--- config.mk ---
export PLATFORM = sky130hd
export DESIGN_NAME = vecmac_job_ctrl_flat
export DESIGN_NICKNAME = d
export VERILOG_FILES = /design/src/rtl/vecmac_job_ctrl_if.sv /design/src/rtl/vecmac_job_ctrl.sv /design/src/flat_wrapper.sv
export SDC_FILE = /design/constraint.sdc
export NUM_CORES = 1
export LEC_CHECK = 0
export ABC_AREA = 1
export CAP_MARGIN = 20
export CORE_AREA = 5 5 228 230
export CTS_CLUSTER_SIZE = 14
export DETAILED_ROUTE_END_ITERATION = 7
export DIE_AREA = 0 0 233 235
export GPL_ROUTABILITY_DRIVEN = 1
export GPL_TIMING_DRIVEN = 0
export RECOVER_POWER = 50
export SETUP_SLACK_MARGIN = 0.05
export SYNTH_ARGS = -nofsm -noshare
export SYNTH_HDL_FRONTEND = slang
export SYNTH_SLANG_ARGS = --single-unit
--- constraint.sdc ---
create_clock -name clk -period 19.8 [get_ports clk]
set_clock_uncertainty 0.1 [all_clocks]
set_input_delay 1.98 -clock clk [delete_from_list [all_inputs] [get_ports clk]]
set_output_delay 1.98 -clock clk [all_outputs]
set_load 0.02 [all_outputs]
--- src/rtl/vecmac_job_ctrl_if.sv ---
// Job control, operand stream, MAC link and result port of vecmac_job_ctrl.
// The controller attaches through the slave modport; the job owner/MAC side uses master.
interface vecmac_job_ctrl_if #(
  parameter int LEN_W = 12,
  parameter int ACC_W = 32
);
  logic             start;
  logic [LEN_W-1:0] len;
  logic             abort;
  logic             busy;
  logic             op_valid;
  logic             op_ready;
  logic [127:0]     op_a;
  logic [127:0]     op_b;
  logic             mac_in_valid;
  logic [127:0]     mac_in_a;
  logic [127:0]     mac_in_b;
  logic             mac_out_valid;
  logic [19:0]      mac_out_sum;
  logic             res_valid;
  logic             res_ready;
  logic [ACC_W-1:0] res_data;
  logic             err_stray;

  modport master (
    output start, len, abort, op_valid, op_a, op_b, mac_out_valid, mac_out_sum, res_ready,
    input  busy, op_ready, mac_in_valid, mac_in_a, mac_in_b, res_valid, res_data, err_stray
  );

  modport slave (
    input  start, len, abort, op_valid, op_a, op_b, mac_out_valid, mac_out_sum, res_ready,
    output busy, op_ready, mac_in_valid, mac_in_a, mac_in_b, res_valid, res_data, err_stray
  );
endinterface

--- src/rtl/vecmac_job_ctrl.sv ---
// Sequences a multi-beat int8 dot product through the 16-lane MAC and returns
// one accumulated result per job; abort flushes in-flight MAC beats.
//
// state  | meaning
// IDLE   | waiting for start
// ISSUE  | accepting operand beats and issuing them to the MAC
// DRAIN  | all beats issued, collecting remaining MAC returns
// RESULT | res_valid high, holding acc until res_ready
// FLUSH  | aborted, discarding returns until nothing is outstanding
module vecmac_job_ctrl #(
  parameter int LEN_W = 12,
  parameter int ACC_W = 32
) (
  input  logic               clk,
  input  logic               rst,
  vecmac_job_ctrl_if.slave   bus
);
  localparam logic [2:0] IDLE   = 3'd0;
  localparam logic [2:0] ISSUE  = 3'd1;
  localparam logic [2:0] DRAIN  = 3'd2;
  localparam logic [2:0] RESULT = 3'd3;
  localparam logic [2:0] FLUSH  = 3'd4;

  logic [2:0]       state, state_nxt;
  logic [LEN_W-1:0] len_q, issue_cnt, ret_cnt, outstanding;
  logic [ACC_W-1:0] acc;
  logic             fire, ret, stray, accum, last_issue, last_ret;

  assign fire       = bus.op_valid && (state == ISSUE);
  assign ret        = bus.mac_out_valid && (outstanding != '0);
  assign stray      = bus.mac_out_valid && (outstanding == '0);
  // returns arriving during FLUSH belong to a cancelled job and are dropped
  assign accum      = ret && ((state == ISSUE) || (state == DRAIN));
  assign last_issue = fire && (issue_cnt == len_q - LEN_W'(1));
  assign last_ret   = accum && (ret_cnt == len_q - LEN_W'(1));

  assign bus.op_ready  = (state == ISSUE);
  assign bus.busy      = (state != IDLE);
  assign bus.res_valid = (state == RESULT);
  assign bus.res_data  = acc;

  always_comb begin
    state_nxt = state;
    case (state)
      IDLE:    if (bus.start) state_nxt = (bus.len != '0) ? ISSUE : RESULT;
      ISSUE:   if (bus.abort) state_nxt = FLUSH;
               else if (last_issue) state_nxt = DRAIN;
      DRAIN:   if (bus.abort) state_nxt = FLUSH;
               else if (last_ret) state_nxt = RESULT;
      RESULT:  if (bus.abort || bus.res_ready) state_nxt = IDLE;
      FLUSH:   if (outstanding == '0) state_nxt = IDLE;
      default: state_nxt = IDLE;
    endcase
  end

  always_ff @(posedge clk or posedge rst) begin
    if (rst) begin
      state            <= IDLE;
      len_q            <= '0;
      issue_cnt        <= '0;
      ret_cnt          <= '0;
      outstanding      <= '0;
      acc              <= '0;
      bus.mac_in_valid <= 1'b0;
      bus.mac_in_a     <= '0;
      bus.mac_in_b     <= '0;
      bus.err_stray    <= 1'b0;
    end else begin
      state            <= state_nxt;
      bus.mac_in_valid <= fire;
      if (fire) begin
        bus.mac_in_a <= bus.op_a;
        bus.mac_in_b <= bus.op_b;
      end
      if (stray) bus.err_stray <= 1'b1;

      if ((state == IDLE) && bus.start) begin
        len_q     <= bus.len;
        acc       <= '0;
        issue_cnt <= '0;
        ret_cnt   <= '0;
      end else begin
        if (fire) issue_cnt <= issue_cnt + LEN_W'(1);
        if (accum) begin
          acc     <= acc + {{(ACC_W-20){1'b0}}, bus.mac_out_sum};
          ret_cnt <= ret_cnt + LEN_W'(1);
        end
      end

      case ({fire, ret})
        2'b10:   outstanding <= outstanding + LEN_W'(1);
        2'b01:   outstanding <= outstanding - LEN_W'(1);
        default: outstanding <= outstanding;
      endcase
    end
  end
endmodule

--- src/flat_wrapper.sv ---
// flat-port wrapper written by rule: the top's interface ports become plain ports
module vecmac_job_ctrl_flat 
#(
  parameter int LEN_W = 12,
  parameter int ACC_W = 32
)
  (clk, rst, bus_start, bus_len, bus_abort, bus_op_valid, bus_op_a, bus_op_b, bus_mac_out_valid, bus_mac_out_sum, bus_res_ready, bus_busy, bus_op_ready, bus_mac_in_valid, bus_mac_in_a, bus_mac_in_b, bus_res_valid, bus_res_data, bus_err_stray);
  vecmac_job_ctrl_if #(.LEN_W(LEN_W), .ACC_W(ACC_W)) bus_i ();
  input  logic clk;
  input  logic rst;
  input wire logic [$bits(bus_i.start)-1:0] bus_start;
  input wire logic [$bits(bus_i.len)-1:0] bus_len;
  input wire logic [$bits(bus_i.abort)-1:0] bus_abort;
  input wire logic [$bits(bus_i.op_valid)-1:0] bus_op_valid;
  input wire logic [$bits(bus_i.op_a)-1:0] bus_op_a;
  input wire logic [$bits(bus_i.op_b)-1:0] bus_op_b;
  input wire logic [$bits(bus_i.mac_out_valid)-1:0] bus_mac_out_valid;
  input wire logic [$bits(bus_i.mac_out_sum)-1:0] bus_mac_out_sum;
  input wire logic [$bits(bus_i.res_ready)-1:0] bus_res_ready;
  output wire logic [$bits(bus_i.busy)-1:0] bus_busy;
  output wire logic [$bits(bus_i.op_ready)-1:0] bus_op_ready;
  output wire logic [$bits(bus_i.mac_in_valid)-1:0] bus_mac_in_valid;
  output wire logic [$bits(bus_i.mac_in_a)-1:0] bus_mac_in_a;
  output wire logic [$bits(bus_i.mac_in_b)-1:0] bus_mac_in_b;
  output wire logic [$bits(bus_i.res_valid)-1:0] bus_res_valid;
  output wire logic [$bits(bus_i.res_data)-1:0] bus_res_data;
  output wire logic [$bits(bus_i.err_stray)-1:0] bus_err_stray;
  assign bus_i.start = bus_start;
  assign bus_i.len = bus_len;
  assign bus_i.abort = bus_abort;
  assign bus_i.op_valid = bus_op_valid;
  assign bus_i.op_a = bus_op_a;
  assign bus_i.op_b = bus_op_b;
  assign bus_i.mac_out_valid = bus_mac_out_valid;
  assign bus_i.mac_out_sum = bus_mac_out_sum;
  assign bus_i.res_ready = bus_res_ready;
  assign bus_busy = bus_i.busy;
  assign bus_op_ready = bus_i.op_ready;
  assign bus_mac_in_valid = bus_i.mac_in_valid;
  assign bus_mac_in_a = bus_i.mac_in_a;
  assign bus_mac_in_b = bus_i.mac_in_b;
  assign bus_res_valid = bus_i.res_valid;
  assign bus_res_data = bus_i.res_data;
  assign bus_err_stray = bus_i.err_stray;
  vecmac_job_ctrl #(.LEN_W(LEN_W), .ACC_W(ACC_W)) u_core (.clk(clk), .rst(rst), .bus(bus_i));
endmodule
==> impl_metrics.json <==
{
  "drt_wl_total_um": 64200,
  "min_period_ps": 9880,
  "fin_crit_sh_pct": 49.9,
  "synth_cell_types": 48,
  "postCtsSetupBuffers": 0,
  "hold_class": "flip-flop to flip-flop",
  "vdd_drop_max_uv": 100,
  "clock_sinks": 341,
  "drive_above_1_share_pct": 4.79,
  "rsz0062_at_grt": "no",
  "clk_pin_slew_ps": 50,
  "holdPathStages": 2,
  "worstPathRequired_ps": 18930,
  "overflow": 0,
  "numPortBuffers": 587,
  "dp_hpwl_um": 50900,
  "syn_inst": 2008,
  "via_count": 15500,
  "via_per_inst": 4.60,
  "nets": 2964,
  "ctsHoldBuffers": 0,
  "cp.arrival_ps": 9010,
  "coreArea_mm2": 0.0497,
  "numCtsBuffers": 42,
  "postCtsResizedCells": 0,
  "max_cap_viol_count": 3,
  "drtIter0Drc": 842,
  "internal_power_mw": 2.20,
  "die_y_um": 235,
  "relSlewSlack_pct": -295,
  "fmax_mhz": 101,
  "setup_viol": 0,
  "tightest_slew_ps": 5920,
  "switching_share_pct": 42.6,
  "setup.worst_path.class": "input port to asynchronous set/reset pin",
  "synth_nets": 2330,
  "hold_ws_ps": 363,
  "startpoint_type": "input port",
  "p_leak_nw": 11.7,
  "power.density_mw_per_mm2": 159,
  "path_max_fanout": 108,
  "fin_tns_setup_ps": 0,
  "clk_path_buf_depth": 3,
  "p_comb_share_pct": 49.1,
  "synth_warnings": 0,
  "synth_edf_count": 0,
  "ys_ff_latch": 341,
  "p_switching_mw": 1.63,
  "initial_core_util_pct": 32.0,
  "rows": 82,
  "seq_area_frac_synth_pct": 53.7,
  "grt_pass1_vias": 15800,
  "antenna_found_initial": 31,
  "syn_to_final_growth_pct": 51.2,
  "clk_latency_ps": 570,
  "ys_async_sr_fraction_pct": 100,
  "avgSynthCellArea_um2": 7.92,
  "seqPwrFrac_pct": 30.9,
  "clockRootBuffer": "clkbuf_16",
  "synth_area_mm2": 0.0159,
  "rr_worst_depth": 18,
  "grt_pass1_wl_um": 95400,
  "die-area_mm2": 0.0548,
  "maxSlewViolCount": 268,
  "routedWlPerCell_um": 19.1,
  "drtAntennaViolNets": 0,
  "cts_tree": "done",
  "violations": "capacitance limit, slew limit",
  "setup.worst_path.end_class": "asynchronous set/reset pin",
  "synth_flop_cell": "dfrtp_1",
  "cts_max_level": 2,
  "hold_viol_final": 0,
  "fin_util_pct": 48.4,
  "grt_max_degree": 109,
  "pwr-share-clk_pct": 20.1,
  "gp_congestion": 0.925,
  "die_x_um": 233,
  "first_pass_iters": 5,
  "ios": 588,
  "status": "complete, but fails checks",
  "drc_errors": 0,
  "grt_usage_pct": 22.8
}
[routing by layer]
metal  part of all wire [%]  GRT usage [%]  up-vias
met5                  0.034              0        -
met4                    3.0           8.22        4
met3                    8.9           8.51      124
met2                     51           40.1      495
met1                     37           25.0     7269
li1                       -              -     7603
[flip-flops by register name, summed over array words and instances, names as in the netlist]
signal                   flops
u_core.ret_cnt              12
u_core.bus.res_data         32
u_core.bus.err_stray         1
u_core.state                 3
u_core.bus.mac_in_b        128
u_core.len_q                12
u_core.outstanding          12
u_core.issue_cnt            12
u_core.bus.mac_in_a        128
u_core.bus.mac_in_valid      1
[area by class of cell]
type	instances	area (um2)
Fill cell	4878	25600
Sequential cell	341	8530
Multi-Input combinational cell	1481	6580
Timing Repair Buffer	590	5910
Clock buffer	61	1210
Tap cell	672	841
Inverter	113	425
Buffer	73	315
Clock inverter	12	164
Antenna cell	22	55.1
[path summary, 6_finish.rpt]
| check | startpoint | endpoint | slack (ps) |
|---|---|---|---|
| min | u_core.bus.mac_in_a[102]$_DFFE_PP0P_ | u_core.bus.mac_in_a[102]$_DFFE_PP0P_ | 360 |
| max in group clk | bus_op_valid | u_core.outstanding[8]$_DFFE_PP0P_ | 14550 |
| max reg2reg | u_core.state[2]$_DFFE_PP0P_ | u_core.outstanding[8]$_DFFE_PP0P_ | 15920 |
| min reg2reg | u_core.bus.mac_in_a[102]$_DFFE_PP0P_ | u_core.bus.mac_in_a[102]$_DFFE_PP0P_ | 360 |
| min in group asynchronous | rst | u_core.bus.mac_in_a[46]$_DFFE_PP0P_ | 2820 |
| max | rst | u_core.bus.mac_in_a[126]$_DFFE_PP0P_ | 9920 |
[cells in the mapped netlist, drive strengths merged, types with 2 or more instances]
cell / count / area share, %
xor2: 13 / 0.81
inv: 110 / 2.6
o21bai: 3 / 0.17
a22o: 2 / 0.11
nand2: 1017 / 24
a31oi: 5 / 0.20
dfrtp: 341 / 54
nand3: 84 / 2.8
a31o: 2 / 0.11
clkinv: 3 / 0.071
xnor3: 2 / 0.28
nor2: 110 / 2.9
a21oi: 70 / 2.2
o31ai: 2 / 0.094
buf: 32 / 1.1
o22ai: 5 / 0.20
ha: 26 / 2.0
nor3: 25 / 1.1
xnor2: 5 / 0.28
nand3b: 2 / 0.094
nand4: 10 / 0.39
clkbuf: 41 / 0.97
nor4: 4 / 0.16
o21ai: 83 / 2.7
a21o: 4 / 0.20
[stage by stage]
step           instance area, um2  instances  power (mW)  worst slack (ps)
6_report                    24000       3365        3.83              9920
5_1_grt                     24000       3363        4.10              8300
4_1_cts                     24100       3343        3.90             14920
3_5_place_dp                22700       3270        3.10             14330
3_3_place_gp                22600       3267        3.08              3430
2_1_floorplan               15900       2008        2.19              8270
[cell families (layout without fill, tap and decap cells)]
group / after synthesis / in the layout / synth area share, %
AOI/OAI and AO/OA: 179 / 179 / 6.13
xor gates and xnor gates: 21 / 21 / 1.52
adders and majority gates: 27 / 27 / 2.17
buffers and inverters: 186 / 849 / 4.71
DFF: 341 / 341 / 53.7
other: 0 / 22 / 0
and+or+nand+nor: 1254 / 1254 / 31.8
[power groups by stage]
stage / Sequential, mW / Combinational, mW / Clock, mW
after floorplan: 1.48 / 0.711 / 0
after global placement: 1.18 / 1.90 / 0
after detailed placement: 1.19 / 1.92 / 0
after CTS: 1.18 / 1.92 / 0.795
after global routing: 1.22 / 2.06 / 0.821
final: 1.18 / 1.88 / 0.768
[cells in the final DEF, fill, tap and decap left out, types with 6 or more instances in the layout]
cell type        netlist  final
dlygate4sd3_1          0     61
nand4_1               10     10
inv_1                106    105
xor2_1                11     11
a21oi_1               69     69
clkbuf_8               0      9
ha_1                  26     26
o21ai_0               72     73
diode_2                0     22
nand2_2                9      8
nand3_1               78     82
dfrtp_1              341    341
nand2_1             1007   1008
nor2_1               101    102
o21ai_1                9      8
clkbuf_16              0     42
nor3_1                16     18
clkbuf_1              41     61
buf_2                 29     21
clkdlybuf4s50_1        0    526
nor3_2                 8      6
[worst max-delay path, stage by stage]
cell	delay, ps
dlygate4sd3_1	540
clkinvlp_2	2020
clkbuf_1	4260
Power figures use the tool's default switching activity.
